`src/rtl/nn_load_sequencer.sv`:
```
// Load/run controller feeding neural_network: weights then inputs from one valid/ready stream, then a compute pass.
// Optional NN_LOAD_CHECKSUM_EN adds load_checksum, the running sum of accepted beats.
module nn_load_sequencer #(
    parameter int BIT_SIZE    = 16,
    parameter int LAYER_SIZE  = 4,
    parameter int LAYER_DEPTH = 4,
    localparam int NW = $clog2(LAYER_SIZE),
    localparam int LW = $clog2(LAYER_DEPTH)
) (
    input  logic                clk,
    input  logic                rst,
    input  logic                start,
    input  logic                abort,
    input  logic [BIT_SIZE-1:0] s_data,
    input  logic                s_valid,
    output logic                s_ready,
`ifdef NN_LOAD_CHECKSUM_EN
    output logic [BIT_SIZE-1:0] load_checksum,
`endif
    output logic                weight_write_enable,
    output logic                input_write_enable,
    output logic                input_select,
    output logic [LW-1:0]       layer,
    output logic [NW-1:0]       node,
    output logic [BIT_SIZE-1:0] x,
    output logic                busy,
    output logic                done
);
    localparam int TOT = LAYER_DEPTH * LAYER_SIZE;
    localparam int IW  = NW + LW;
    localparam logic [IW-1:0] IDX_LAST_W = IW'(TOT - 1);
    localparam logic [IW-1:0] IDX_LAST_X = IW'(LAYER_SIZE - 1);

    typedef enum logic [2:0] {IDLE, LOAD_W, LOAD_X, RUN, DONE} state_t;
    state_t state, nxt;

    // One flat index serves all phases; node is its low bits, layer the high bits.
    logic [IW-1:0] idx;
    logic          beat;

    assign s_ready = (state == LOAD_W || state == LOAD_X) && !abort;
    assign beat    = s_valid && s_ready;
    assign busy    = (state == LOAD_W) || (state == LOAD_X) || (state == RUN);
    assign done    = (state == DONE);

    always_comb begin
        nxt = state;
        case (state)
            IDLE:    if (start) nxt = LOAD_W;
            LOAD_W:  if (beat && idx == IDX_LAST_W) nxt = LOAD_X;
            LOAD_X:  if (beat && idx == IDX_LAST_X) nxt = RUN;
            RUN:     if (idx == IDX_LAST_W) nxt = DONE;
            DONE:    nxt = IDLE;
            default: nxt = IDLE;
        endcase
        if (abort) nxt = IDLE;
    end

    always_ff @(posedge clk or negedge rst) begin
        if (!rst) state <= IDLE;
        else      state <= nxt;
    end

    always_ff @(posedge clk or negedge rst) begin
        if (!rst) begin
            idx                 <= '0;
            weight_write_enable <= 1'b0;
            input_write_enable  <= 1'b0;
            input_select        <= 1'b1;
            layer               <= '0;
            node                <= '0;
            x                   <= '0;
        end else begin
            weight_write_enable <= 1'b0;
            input_write_enable  <= 1'b0;
            if (abort) begin
                idx          <= '0;
                layer        <= '0;
                node         <= '0;
                input_select <= 1'b1;
            end else begin
                case (state)
                    LOAD_W: if (beat) begin
                        weight_write_enable <= 1'b1;
                        x     <= s_data;
                        layer <= idx[IW-1:NW];
                        node  <= idx[NW-1:0];
                        idx   <= (idx == IDX_LAST_W) ? '0 : idx + 1'b1;
                    end
                    LOAD_X: if (beat) begin
                        input_write_enable <= 1'b1;
                        x     <= s_data;
                        layer <= '0;
                        node  <= idx[NW-1:0];
                        idx   <= (idx == IDX_LAST_X) ? '0 : idx + 1'b1;
                    end
                    RUN: begin
                        input_select <= 1'b0;
                        layer        <= idx[IW-1:NW];
                        node         <= idx[NW-1:0];
                        idx          <= (idx == IDX_LAST_W) ? '0 : idx + 1'b1;
                    end
                    default: begin
                        idx          <= '0;
                        input_select <= 1'b1;
                    end
                endcase
            end
        end
    end

`ifdef NN_LOAD_CHECKSUM_EN
    always_ff @(posedge clk or negedge rst) begin
        if (!rst)                           load_checksum <= '0;
        else if (abort)                     load_checksum <= '0;
        else if (state == IDLE && start)    load_checksum <= '0;
        else if (beat)                      load_checksum <= load_checksum + s_data;
    end
`endif
endmodule

```
`config.mk`:
```
export PLATFORM = sky130hd
export DESIGN_NAME = nn_load_sequencer
export DESIGN_NICKNAME = d
export VERILOG_FILES = /design/src/rtl/nn_load_sequencer.sv
export SDC_FILE = /design/constraint.sdc
export NUM_CORES = 1
export LEC_CHECK = 0
export BUFFER_PORTS_ARGS = -buffer_cell sky130_fd_sc_hd__buf_2
export CAP_MARGIN = 0
export CORE_ASPECT_RATIO = 1.75
export CORE_UTILIZATION = 49
export DETAILED_ROUTE_END_ITERATION = 12
export PLACE_DENSITY = 0.87
export SYNTH_ARGS = -nofsm -noshare
export SYNTH_HDL_FRONTEND = slang
export SYNTH_SLANG_ARGS = --single-unit
```
`constraint.sdc`:
```
create_clock -name clk -period 2.14 [get_ports clk]
set_clock_uncertainty 0.15 [all_clocks]
set_input_delay 0.428 -clock clk [delete_from_list [all_inputs] [get_ports clk]]
set_output_delay 0.428 -clock clk [all_outputs]
set_load 0.01 [all_outputs]
```
==> results of run 1 <==
[metrics by stage]
stage                     cell area (um2)  setup WS [ns]   util
final                                1690         0.0968  0.662
after global routing                 1690         0.0237  0.662
after CTS                            1690         0.0903  0.662
after detailed placement             1600          0.236  0.626
after global placement               1600          0.319  0.626
after floorplan                      1360          0.445      -
[sequential cells by signal, indices dropped and copies added (netlist names)]
signal and count:
layer 2, input_select 1, node 2, idx 4, state 3, input_write_enable 1
x 16, weight_write_enable 1
[critical path, cell delays in order (launching register included)]
cell	delay, ns
dfrtp_1	0.49
xnor2_1	0.45
nor2_4	0.08
buf_2	0.16
[per-layer routing]
metal / wire length (um) / vias up / GRT usage
met5: 0 / - / 0
met2: 1440 / 42 / 0.337
met3: 164 / 10 / 0.0756
met4: 91 / 0 / 0.133
li1: - / 472 / -
met1: 1110 / 491 / 0.243
[logic make-up after synthesis]
kind of cell	Yosys count	synth area share
compound gates	19	0.105
fa+ha+maj	1	0.00922
xor+xnor	1	0.00645
mux	16	0.160
flops	30	0.554
simple gates	30	0.141
buf+inv	6	0.0240
[cells in the mapped netlist (2+ instances only)]
master    number  share of area
a22o_1         4          0.026
nand2b_1       2         0.0092
buf_2          2         0.0074
nand2_1        5          0.014
inv_1          3         0.0083
dfrtp_1       29           0.53
nor2_1         7          0.019
mux2_2         6          0.050
and3_1         2         0.0092
mux2_4        10           0.11
o21ai_0        4          0.015
[area by class of cell]
| class | count | area (um2) | share of cell area |
|---|---|---|---|
| inverters | 3 | 11.3 | 0.00667 |
| clock buffers | 8 | 90.1 | 0.0533 |
| well taps | 26 | 32.5 | 0.0193 |
| repair buffers | 46 | 230 | 0.136 |
| flip-flops and latches | 30 | 752 | 0.445 |
| multi-input cells | 67 | 573 | 0.339 |
[layout by cell type (no fill, tap or decap), types with 2 or more instances in the layout]
master / count
a22o_1: 4
and3_1: 2
buf_2: 46
clkbuf_1: 2
clkbuf_8: 6
dfrtp_1: 29
inv_1: 3
mux2_2: 6
mux2_4: 10
nand2_1: 5
nand2b_1: 2
nor2_1: 7
o21ai_0: 4
[power groups by stage]
stage	logic (mW)	registers, mW	clock network [mW]
after floorplan	0.127	0.726	0
after global placement	0.275	0.690	0
after detailed placement	0.284	0.693	0
after CTS	0.287	0.684	0.473
after global routing	0.304	0.693	0.497
final	0.283	0.683	0.460
[worst max-delay path by stage]
stage,start,endpoint,slack [ns],depth (start not counted)
2_1_floorplan,state[0],x[10],0.44,5
3_3_place_gp,state[0],x[3],0.32,4
3_5_place_dp,state[0],x[0],0.24,4
4_1_cts,state[1],s_ready,0.09,3
5_1_grt,state[0],s_ready,0.02,3
6_report,state[1],s_ready,0.1,3
==> flow_summary.toml, run 1 <==
[grt]
grt_overflow = 0
first_global_vias = 1023
grtUsageTotal = 0.213
grt_pass1_wl_mm = 4.71
grt_max_degree = 31
antenna_found_initial = 0

[die]
die_area_mm2 = 0.00299
start_util = 0.532
coreArea_mm2 = 0.00255
fp.dieH_um = 71.6
boundaryPins = 47
rows = 24
fp.dieW_um = 41.8

[logic_synthesis]
async_flop_share = 1.00
synthCells = 103
ys_ff_latch = 30
yosysWarnings = 0
ys_seq_area_frac = 0.554
yosys_most_used_dff = "dfrtp_1"
synth_fp_nets = 125
avgSynthCellArea_um2 = 13.2
synth_edf_count = 0
netlist_area_mm2 = 0.00136
ys_types = 40

[critical_path]
r2r_end = "x[0]"
r2r-start = "state[1]"
start_kind = "register"
crit_path_end_kind = "output port"
worstSetupPathType = "reg2out"
reg2regPathDepth = 4
cp.arrival_ns = 1.47
rrSetupSlack_ns = 0.23
cp.required_ns = 1.56
cp_max_fo = 11

[detailed_routing]
drcViolationCount = 0
vias = 1015
firstDrtPassIters = 4
drtIter0Drc = 19
wl_mm = 2.81
routedWlPerCell_um = 15.6
ant_nets = 0
routed_via_density = 5.64

[timing]
rsz0062_at_grt = "no"
slew_viol_final = 0
final_hold_viol_count = 0
min_period_ns = 2.04
finalSetupViolCount = 0
worst_pin_slew_ns = 0.643
setup-tns-final_ns = 0
finalCritPeriodShare = 0.955
whs_ns = 0.0125
fmax_mhz = 489
slew_headroom = 0.572

[cts]
tritoncts = "yes"
clkTransAtPathRegs_ns = 0.06
h-tree-depth = 2
numCtsBuffers = 5
clkLatencyLatePin_ns = 0.28
cts_resized = 0
cts_hold_repair.buffers = 0
cts_buffer_depth = 2
cts-root-buf = "clkbuf_8"
post-cts-setup-buffers = 0
clock_sinks = 30

[power_and_ir_drop]
clock_power_share = 0.323
power_density_mw_per_mm2 = 844
p_leak_nw = 0.868
p_int_mw = 1.06
comb_power_share = 0.198
sequentialPowerShare = 0.479
p_sw_frac = 0.257
switchingPower_mw = 0.367
finalPower_mw = 1.43
irDropWorstVdd_v = 0.000524

[final_layout]
final_cell_count_no_fill = 180
area_growth_pct = 24.4
finalNetCount = 175
antenna_cells = 0
drive_gt1_frac = 0.506
nFillCells = 198

[placed_design]
place_hpwl_mm = 2.04
placed_cells = 172
gp_congestion = 0.820
io_buffers = 46

[min_path]
hp-class = "in2async"

[job]
cap_violations = 0

[outcome]
status = "complete, no violations"
(Power assumes the default switching activity.)
==> run 2, diff against run 1 <==
Settings changed: CORE_MARGIN set to 2.
==> run 2 against run 1 <==
Net effect:
- non-clock buffer count unchanged
- via count down 1.4%
- final area up 0.59%
- critical endpoint is now done
- largest cell class unchanged
- largest power group unchanged
- highest routed layer unchanged
==> flow_summary.toml, run 2 (synthesis gave the netlist of run 1 again) <==
[grt]
grt_pass1_wl_mm = 4.81
antenna_found_initial = 0
grt_max_degree = 31
grtUsageTotal = 0.207
first_global_vias = 1067
grt_overflow = 0

[final_layout]
largest_reg_flops = 16
layout_common_cells = "buf_2, dfrtp_1, mux2_4, nor2_1"
drive_gt1_frac = 0.519
top_regs = "x (16), idx (4), state (3)"
regMostFlops = "x"
antenna_cells = 0
finalNetCount = 175
area_growth_pct = 25.2
final_common_cell = "buf_2"

[power_and_ir_drop]
p_leak_nw = 0.874
irDropWorstVdd_v = 0.000569
power_density_mw_per_mm2 = 841
finalPower_mw = 1.43

[detailed_routing]
ant_nets = 0
drcViolationCount = 0
firstDrtPassIters = 4
vias = 1001
routed_via_density = 5.53
routedWlPerCell_um = 16.1
drtIter0Drc = 19
wl_mm = 2.91

[cts]
clkTransAtPathRegs_ns = 0.06
cts-root-buf = "clkbuf_8"
clkLatencyLatePin_ns = 0.28
h-tree-depth = 2
cts_hold_repair.buffers = 0
cts_resized = 0
tritoncts = "yes"
numCtsBuffers = 5
clock_sinks = 30
post-cts-setup-buffers = 0
cts_buffer_depth = 2

[timing]
finalCritPeriodShare = 0.928
rsz0062_at_grt = "no"
setup-tns-final_ns = 0
min_period_ns = 1.99
slew_viol_final = 0
final_hold_viol_count = 0
worst_pin_slew_ns = 0.648
slew_headroom = 0.568
whs_ns = 0.0223
finalSetupViolCount = 0
fmax_mhz = 503

[critical_path]
path_cells = "nor2_1 -> and2_1 -> buf_2"
crit_buf_inv = 1
crit_path_end_kind = "output port"
slowest_delay_ns = 0.51
worstSetupPathType = "reg2out"
cp.arrival_ns = 1.41
cp.required_ns = 1.56
critical-path-slowest-cell = "dfrtp_1"
cp_max_fo = 11
start_kind = "register"
cp_top_family = "flip-flops"

[placed_design]
place_hpwl_mm = 2.15
gp_congestion = 0.890
io_buffers = 46

[die]
rows = 25
die_area_mm2 = 0.00322
start_util = 0.511
fp.dieH_um = 73.6
fp.dieW_um = 43.8
boundaryPins = 47
coreArea_mm2 = 0.00266

[job]
cap_violations = 0

[min_path]
hp-class = "in2async"

[outcome]
status = "complete, no violations"
## run 2: worst register-to-register path: stages, from the launching register on
cell and delay [ns]:
dfrtp_1 0.43, ha_1 0.28, and3_1 0.24, nand2b_1 0.16
a2111oi_0 0.38, a21o_2 0.14
## run 2: final timing paths
check                          start                  end  slack, ns  depth (start not counted)
min in group clk           s_data[3]                 x[3]       0.22                          2
max reg2reg                   idx[0]               idx[0]       0.31                          5
min reg2reg                 layer[1]             layer[1]       0.35                          1
max                         state[0]                 done       0.15                          3
max in group asynchronous        rst             layer[0]       1.40                          1
min                              rst  weight_write_enable       0.02                          1
## run 2: power by group
| group | switching [mW] | total (mW) | internal [mW] |
|---|---|---|---|
| clock network | 0.200 | 0.458 | 0.259 |
| registers | 0.0425 | 0.686 | 0.643 |
| logic | 0.129 | 0.285 | 0.155 |
## run 2: area by class of cell
type                       count  area [um2]
inverter                       3        11.3
multi-input combinational     67         581
tap                           27        33.8
sequential                    30         752
fill                         206         960
clock inverter                 1        5.00
clock buffer                   7        86.3
timing repair buffer          46         230
## run 2: per-stage QoR
stage                     utilization  std cells  worst slack [ns]  area (um2)
final                           0.639        181             0.153        1700
after detailed placement        0.602        173             0.234        1600
after CTS                       0.636        181            0.0678        1690
after global routing            0.639        181            0.0895        1700
after global placement          0.602        173             0.312        1600
after floorplan                     -        103             0.445        1360
## run 2: per-layer routing
| layer | global-route usage | wire (um) |
|---|---|---|
| met3 | 0.0737 | 198 |
| met1 | 0.220 | 1070 |
| met4 | 0.111 | 68 |
| met5 | 0 | 0 |
| met2 | 0.346 | 1570 |
